===== src/rtl/fetch_pkg.sv =====
// Shared types and constants for the instruction fetch stage.
// Latency: n/a (declarations only).
// Backpressure: n/a.
package fetch_pkg;

  // Fetch control states. FAULT is only reachable with FETCH_BOUND_CHECK_EN.
  typedef enum logic [1:0] {
    START = 2'd0,
    RUN   = 2'd1,
    HALT  = 2'd2,
    FAULT = 2'd3
  } fetch_state_t;

  localparam logic [31:0] NOP_INSTR    = 32'h0000_0013;  // addi x0,x0,0
  localparam logic [31:0] EBREAK_INSTR = 32'h0010_0073;
  localparam logic [31:0] PC_STEP      = 32'd4;

  function automatic logic is_ebreak(input logic [31:0] instr);
    return instr == EBREAK_INSTR;
  endfunction

endpackage


===== src/rtl/fetch_pc_reg.sv =====
// Program counter register: load, increment by PC_STEP, or hold.
// Latency: new PC visible one cycle after load/inc.
// Backpressure: none; the caller holds by deasserting both load and inc.
//
// Ports:
//   clk      rising-edge clock
//   rst_n    asynchronous active-low reset, PC returns to RESET_PC
//   load     take load_pc (wins over inc)
//   load_pc  value to load
//   inc      advance PC by PC_STEP (wraps mod 2^DATA_WIDTH)
//   pc_q     current PC
module fetch_pc_reg
  import fetch_pkg::*;
#(
  parameter int                    DATA_WIDTH = 32,
  parameter logic [DATA_WIDTH-1:0] RESET_PC   = 32'h0040_0000
) (
  input  logic                  clk,
  input  logic                  rst_n,
  input  logic                  load,
  input  logic [DATA_WIDTH-1:0] load_pc,
  input  logic                  inc,
  output logic [DATA_WIDTH-1:0] pc_q
);

  always_ff @(posedge clk or negedge rst_n) begin
    if (!rst_n) begin
      pc_q <= RESET_PC;
    end else if (load) begin
      pc_q <= load_pc;
    end else if (inc) begin
      pc_q <= pc_q + DATA_WIDTH'(PC_STEP);
    end
  end

endmodule


===== src/rtl/instruction_fetch_stage.sv =====
// Fetch stage: drives ROM address from the PC, registers the returned word for decode.
// Latency: address presented in cycle N -> Valid_o in N+1; redirect -> target instruction 2 cycles later.
// Backpressure: Valid_o/Ready_i handshake; with Valid_o && !Ready_i the PC and output register hold.
//
// Ports:
//   clk, reset                 clock; asynchronous active-low reset
//   Address_o / Instruction_i  combinational ROM interface (Address_o == pc_q)
//   Valid_o, Ready_i           handshake to decode for Instr_o / PC_o
//   Redirect_i, Target_i       taken branch/jump from execute
//   Halted_o                   fetch stopped after delivering an EBREAK
//   Fault_o                    bound/misalign fault
//
// Build option FETCH_BOUND_CHECK_EN: when defined, fetches beyond MEMORY_DEPTH words
// and misaligned redirect targets raise Fault_o. When undefined, Fault_o stays 0 and
// redirect targets are word-aligned by clearing Target_i[1:0].
module instruction_fetch_stage
  import fetch_pkg::*;
#(
  parameter int                    DATA_WIDTH   = 32,
  parameter logic [DATA_WIDTH-1:0] RESET_PC     = 32'h0040_0000,
  parameter int                    MEMORY_DEPTH = 32
) (
  input  logic                  clk,
  input  logic                  reset,
  output logic [DATA_WIDTH-1:0] Address_o,
  input  logic [DATA_WIDTH-1:0] Instruction_i,
  input  logic                  Ready_i,
  output logic                  Valid_o,
  output logic [DATA_WIDTH-1:0] Instr_o,
  output logic [DATA_WIDTH-1:0] PC_o,
  input  logic                  Redirect_i,
  input  logic [DATA_WIDTH-1:0] Target_i,
  output logic                  Halted_o,
  output logic                  Fault_o
);

  fetch_state_t          state_q;
  logic [DATA_WIDTH-1:0] pc_q;

  logic                  redirect_take;
  logic                  would_fire;
  logic                  fire;
  logic                  bound_fault;
  logic                  target_misaligned;
  logic [DATA_WIDTH-1:0] redirect_target;
  logic                  pc_load;

  // Redirects arriving during the single START cycle are ignored.
  assign redirect_take = Redirect_i && (state_q != START);

  // A fetch may go ahead when running, not being redirected, and the output
  // register is either empty or being drained this cycle.
  assign would_fire = (state_q == RUN) && !Redirect_i && (!Valid_o || Ready_i);

`ifdef FETCH_BOUND_CHECK_EN
  // Byte-offset compare is equivalent to ((pc-base)>>2) >= depth; a PC below
  // the base wraps to a huge offset and faults too.
  localparam logic [DATA_WIDTH-1:0] BOUND_BYTES = DATA_WIDTH'(MEMORY_DEPTH * 4);
  logic [DATA_WIDTH-1:0] pc_offset;

  assign pc_offset         = pc_q - RESET_PC;
  assign bound_fault       = pc_offset >= BOUND_BYTES;
  assign target_misaligned = Target_i[1:0] != 2'b00;
  assign redirect_target   = Target_i;
`else
  // Depth and the low target bits only matter when the bound check is built in.
  logic [DATA_WIDTH+1:0] cfg_unused;

  assign cfg_unused        = {DATA_WIDTH'(MEMORY_DEPTH), Target_i[1:0]};
  assign bound_fault       = 1'b0;
  assign target_misaligned = 1'b0;
  assign redirect_target   = {Target_i[DATA_WIDTH-1:2], 2'b00};
`endif

  assign fire    = would_fire && !bound_fault;
  // A misaligned target faults instead of loading, leaving the PC untouched.
  assign pc_load = redirect_take && !target_misaligned;

  fetch_pc_reg #(
    .DATA_WIDTH (DATA_WIDTH),
    .RESET_PC   (RESET_PC)
  ) u_pc (
    .clk     (clk),
    .rst_n   (reset),
    .load    (pc_load),
    .load_pc (redirect_target),
    .inc     (fire),
    .pc_q    (pc_q)
  );

  assign Address_o = pc_q;

  always_ff @(posedge clk or negedge reset) begin
    if (!reset) begin
      state_q  <= START;
      Valid_o  <= 1'b0;
      Instr_o  <= DATA_WIDTH'(NOP_INSTR);
      PC_o     <= '0;
      Halted_o <= 1'b0;
      Fault_o  <= 1'b0;
    end else begin
      case (state_q)
        START: begin
          state_q <= RUN;
        end
        default: begin
          // Decode took the current word; may be overridden by a new fetch below.
          if (Valid_o && Ready_i) begin
            Valid_o <= 1'b0;
          end

          if (redirect_take) begin
            // Flush wins over stall, halt and fault.
            Valid_o <= 1'b0;
            if (target_misaligned) begin
              state_q  <= FAULT;
              Fault_o  <= 1'b1;
              Halted_o <= 1'b0;
              PC_o     <= Target_i;
            end else begin
              state_q  <= RUN;
              Fault_o  <= 1'b0;
              Halted_o <= 1'b0;
            end
          end else if (would_fire && bound_fault) begin
            state_q <= FAULT;
            Fault_o <= 1'b1;
            PC_o    <= pc_q;
            Valid_o <= 1'b0;
          end else if (fire) begin
            Instr_o <= Instruction_i;
            PC_o    <= pc_q;
            Valid_o <= 1'b1;
            // The EBREAK itself is still delivered; only further fetches stop.
            if (is_ebreak(32'(Instruction_i))) begin
              state_q  <= HALT;
              Halted_o <= 1'b1;
            end
          end
        end
      endcase
    end
  end

endmodule

===== config.mk =====
export PLATFORM = sky130hd
export DESIGN_NAME = instruction_fetch_stage
export DESIGN_NICKNAME = d
export VERILOG_FILES = /design/src/rtl/fetch_pkg.sv /design/src/rtl/fetch_pc_reg.sv /design/src/rtl/instruction_fetch_stage.sv
export SDC_FILE = /design/constraint.sdc
export NUM_CORES = 1
export LEC_CHECK = 0
export BUFFER_PORTS_ARGS = -buffer_cell sky130_fd_sc_hd__buf_2
export CORE_MARGIN = 2
export CORE_UTILIZATION = 30
export DETAILED_ROUTE_END_ITERATION = 10
export SLEW_MARGIN = 5
export SYNTH_ARGS = -nofsm -noshare
export SYNTH_HDL_FRONTEND = slang
export SYNTH_SLANG_ARGS = --single-unit
export TNS_END_PERCENT = 1

===== constraint.sdc =====
create_clock -name clk -period 2.4 [get_ports clk]
set_input_delay 0.24 -clock clk [delete_from_list [all_inputs] [get_ports clk]]
set_output_delay 0.24 -clock clk [all_outputs]
set_load 0.02 [all_outputs]

After elaboration in Yosys (flattened, before gate mapping) --
Cells that the tools add are included.
Cells by class: add/sub/neg operators 1, multiply operators 0, divide/modulo/power cells 0, $lt $le $gt $ge 0, equal/unequal tests 2, shift operators 0, mux-type cells 12, bitwise gates (word level) 2, reduce and logical (&&, ||, !) cells 18
Operators by type and width (count):
- 32-bit two-way mux | 2
- 32-bit by 3-bit adder with 32-bit output (second input constant) | 1
- 32-bit by 21-bit == test with 1-bit output (second input constant) | 1
- 3-bit nonzero test | 3
- 2-bit two-way mux | 4
- 1-bit two-way mux | 6
- 3-bit AND reduction | 2
- 2-bit nonzero test | 3
- 1-bit logical AND | 4
- 2-bit AND reduction | 2
- 2-bit by 1-bit == test with 1-bit output (second input constant) | 1
- 1-bit logical NOT | 2
- 2-bit logical NOT | 1
- 1-bit inverter | 2
- 1-bit logical OR | 1
Storage, ports and cells: bits in registers 100, bits in latches 0, memory bits (writable) 0, bits in read-only memories 0, bits of input ports 68, output and inout port bits 99, memories kept 0

Logic depth before layout (Yosys ltp) --
depth after elaboration 6, depth in mapped cells 8, gate-level depth less buffers 6

Modules after synthesis --
Synthesis repeated with hierarchy kept, for this count alone.
Unflattened totals: cells, all modules 365, area, all modules 4640.7 um^2
By module, submodules not included:
- instruction_fetch_stage | instances 1, cells an instance 165, area an instance 2819.0 um^2, seq. area each 1705.4 um^2
- fetch_pc_reg | instances 1, cells an instance 200, area an instance 1821.7 um^2, seq. area each 802.0 um^2

Worst setup path after synthesis --
OpenSTA, ideal clock, no wires.
path type flip-flop to flip-flop, from register u_pc.pc_q[2], to register u_pc.pc_q[16], setup time 0.126 ns, arrival 1.851 ns, required time 2.274 ns, slack 0.423 ns, stages on the path, launching flop included 7, period minus slack after synthesis 1.977 ns, cells stage by stage dfrtp_1 -> ha_1 -> nand4_1 -> nor3_2 -> nand4_1 -> a21o_1 -> a221o_1
Between the ends: word-level cells in the longest chain between the ends 3
RTL lines:
- start: declaration | line fetch_pc_reg.sv:23 | output logic [DATA_WIDTH-1:0] pc_q
- start signal: assignment | line fetch_pc_reg.sv:30 | pc_q <= load_pc;
- start signal: assignment | line fetch_pc_reg.sv:32 | pc_q <= pc_q + DATA_WIDTH'(PC_STEP);
- 32-bit by 3-bit adder with 32-bit output | line fetch_pc_reg.sv:32
- 32-bit two-way mux | line fetch_pc_reg.sv:31 | end else if (inc) begin
- 32-bit two-way mux | line fetch_pc_reg.sv:29 | end else if (load) begin
No other way between the ends. The select of a mux whose other input is x is not followed. A chain may end at the register's enable or synchronous reset.

Worst setup path after layout --
from register Valid_o, to register u_pc.pc_q[25]
Between the ends: word-level cells in the longest chain between the ends 4
RTL lines:
- start: declaration | line instruction_fetch_stage.sv:28 | output logic Valid_o,
- start signal: assignment | line instruction_fetch_stage.sv:96 | Valid_o <= 1'b0;
- start signal: assignment | line instruction_fetch_stage.sv:109 | Valid_o <= 1'b0;
- start signal: assignment | line instruction_fetch_stage.sv:114 | Valid_o <= 1'b0;
- 1-bit logical NOT | line instruction_fetch_stage.sv:53 | assign would_fire = (state_q == RUN) && !Redirect_i && (!Valid_o || Ready_i);
- 1-bit logical OR | line instruction_fetch_stage.sv:53
- 1-bit logical AND | line instruction_fetch_stage.sv:53
- 2-bit nonzero test (no source line)
No other way between the ends.

==> flow_metrics.py <==
metrics = {
    "grt": {
        "grt_max_degree": 54,
        "grt-ovfl-total": 0,
        "antenna_found_initial": 2,
        "grt_first_pass_wirelength_um": 21900,
        "grt_usage_pct": 17.1,
        "grt_pass1_vias": 4182,
    },
    "drt": {
        "wl_per_cell_um": 15.4,
        "ant_nets": 0,
        "vias_per_cell": 4.92,
        "drt_iter0_markers": 288,
        "dr.pass1.iters": 4,
        "drc": 0,
        "vias": 4222,
        "wl_um": 13200,
    },
    "floorplanning": {
        "initial_core_util_pct": 30.8,
        "die_y_um": 126,
        "ioPinCount": 167,
        "die_area_um2": 15900,
        "rows": 44,
        "die_w_um": 126,
        "core_um2": 14500,
    },
    "placed_design": {
        "dp_hpwl_um": 9410,
        "port_buffers": 159,
        "place_congestion": 0.759,
        "post-place-ws_ns": 0.191,
    },
    "yosys": {
        "synth_cell_types": 47,
        "yosysSeqAreaShare_pct": 53.9,
        "synth-seq-cells": 96,
        "netlist_area_um2": 4470,
        "async_flop_share_pct": 100,
        "synth_top_area_cell": "dfrtp_1",
        "synthTopCellsByCount": "nand2_1 (222), dfrtp_1 (92), nand3_1 (18), o21ai_0 (18), nor2_1 (16)",
        "yosys.area.top_type_share_pct": 51.5,
        "synth-edff-count": 0,
        "ys_top_cells_by_area": "dfrtp_1 (52%), nand2_1 (19%), dfstp_2 (2.4%)",
        "ys.flop_type": "dfrtp_1",
        "syn_inst": 515,
        "yosys_warnings": 0,
        "yosysMostFrequentCell": "nand2_1",
        "avgSynthCellArea_um2": 8.68,
    },
    "setup_path": {
        "cpMaxStageDelayCell": "nor2_1",
        "worstSetupPathType": "reg -> reg",
        "rr_endpoint": "u_pc.pc_q[25]",
        "worst-path-stages": 6,
        "crit_fanout": 12,
        "cp_num_buf_inv": 1,
        "rr_worst_depth": 6,
        "r2r-start": "Valid_o",
        "worstSetupEndpointType": "register",
        "r2r_slack_ns": 0.24,
        "worstPathCellList": "nor2b_1 -> nor2_4 -> nor2_1 -> buf_4 -> a21oi_1 -> o211ai_1",
        "worstSetupStartpointType": "register",
        "startpoint": "Valid_o",
        "cp.arrival_ns": 2.43,
        "slowest_delay_ns": 0.70,
        "critical-path-top-delay-family": "simple AND/OR/NAND/NOR gates",
        "cp_data_required_time_ns": 2.67,
    },
    "timing": {
        "clock.fmax_ghz": 0.463,
        "relSlewSlack_pct": 39.7,
        "fin_hold_ws_ns": 0.0771,
        "min_period_ns": 2.16,
        "tns_ns": 0,
        "hold_violations": 0,
        "setup_slack_ns": 0.239,
        "rsz0062_at_grt": "false",
        "report.final.slew_viol_count": 0,
        "worst_pin_slew_ns": 0.902,
        "post-route-period-util_pct": 90.1,
        "final-setup-viol-count": 0,
        "fin_skew_ns": 0.00789,
    },
    "clocking": {
        "cts_buffers": 9,
        "clk_path_buf_depth": 2,
        "h-tree-depth": 3,
        "cts.sinks": 96,
        "tritoncts": "yes",
        "clkLatencyLatePin_ns": 0.35,
        "cts_resized": 0,
        "path_clk_slew_ns": 0.07,
        "cts_root_buf": "clkbuf_16",
    },
    "cells_and_area": {
        "layout-drive-gt1-share_pct": 29.8,
        "syn_to_final_growth_pct": 28.9,
        "diodes": 0,
        "nets": 739,
    },
    "min_path": {
        "hold_path.class": "in -> reg",
        "min_to": "Instr_o[4]",
        "min_from": "Instruction_i[4]",
        "whs_path_depth": 3,
    },
    "power": {
        "power_density_nw_per_um2": 769,
        "p_int_uw": 2900,
        "swShare_pct": 34.5,
        "seq_power_share_pct": 45.5,
        "pwr-share-comb_pct": 22.7,
        "leakagePower_uw": 0.00300,
        "power.switching_uw": 1530,
        "max-vdd-ir-drop_v": 0.000343,
        "power_frac_clock_pct": 31.7,
    },
    "job": {
        "max_cap_viol_count": 0,
    },
    "run_status": {
        "status": "finished, final reports clean",
    },
}
==> power by group through the flow <==
stage          combinational (uW)  sequential (uW)  clock (uW)
2_1_floorplan                 347             2280           0
3_3_place_gp                 1010             2030           0
3_5_place_dp                 1020             2040           0
4_1_cts                      1020             2020        1450
5_1_grt                      1110             2060        1510
6_report                     1010             2020        1410
==> worst register-to-register path, cell delays in order (launching register included) <==
cell and delay (ns):
dfrtp_1 0.36, nor2b_1 0.39, nor2_4 0.07, nor2_1 0.70, buf_4 0.32, a21oi_1 0.06
o211ai_1 0.18
==> registers in the layout, summed over array words and instances, names as in the netlist <==
signal and count:
state_q 2, Valid_o 1, Halted_o 1, u_pc.pc_q 30, PC_o 30, Instr_o 32
==> area by class of cell <==
| class | count | area, um^2 |
|---|---|---|
| Fill cell | 1533 | 8770 |
| Tap cell | 184 | 230 |
| Clock buffer | 9 | 225 |
| Timing Repair Buffer | 175 | 933 |
| Sequential cell | 96 | 2410 |
| Clock inverter | 7 | 61.3 |
| Inverter | 3 | 11.3 |
| Multi-Input combinational cell | 385 | 1890 |
==> repair_timing <==
action                                 CTS  global route
endpoints found under the hold margin   40             0
hold buffers                             1             0
buffers inserted                         0             0
==> cell families (layout without fill, tap and decap cells) <==
logic type	count (synthesis)	count (layout)	synth area share, %
compound gates	67	67	10.2
fa+ha+maj	1	1	0.280
buf+inv	38	194	4.34
flops	96	96	53.9
mux	3	3	0.672
other cells	1	5	0.0839
simple gates	309	309	30.5
==> metal layers <==
metal  GRT usage, %  vias up  routed length [um]
li1               -     2053                   -
met1           23.3     2000                5870
met2           26.5      149                6080
met3           4.63       18                1050
met4           5.30        2                 189
met5              0        -                  16
==> metrics by stage <==
step | cell area (um^2) | util [%] | instances | total power, uW
floorplan | 4480 | - | 519 | 2630
global placement | 5470 | 37.6 | 842 | 3040
detailed placement | 5470 | 37.6 | 842 | 3070
CTS | 5760 | 39.6 | 859 | 4490
global route | 5760 | 39.6 | 859 | 4680
finish | 5760 | 39.6 | 859 | 4430
==> layout by cell type (no fill, tap or decap), types with 7 or more instances in the layout <==
cell         n
nand2_1    222
buf_2      158
dfrtp_1     92
nand3_1     18
o21ai_0     18
nor2_1      15
buf_4       15
nand4_1     10
a21oi_1      9
clkbuf_16    9
and3_1       8
a31oi_1      8
a221o_1      8
o311ai_1     7
==> worst max-delay path by stage <==
stage                                to
after global routing      u_pc.pc_q[25]
final                     u_pc.pc_q[25]
after floorplan           u_pc.pc_q[16]
after CTS                 u_pc.pc_q[25]
after detailed placement  u_pc.pc_q[25]
after global placement    u_pc.pc_q[27]
(Power assumes the default switching activity.)
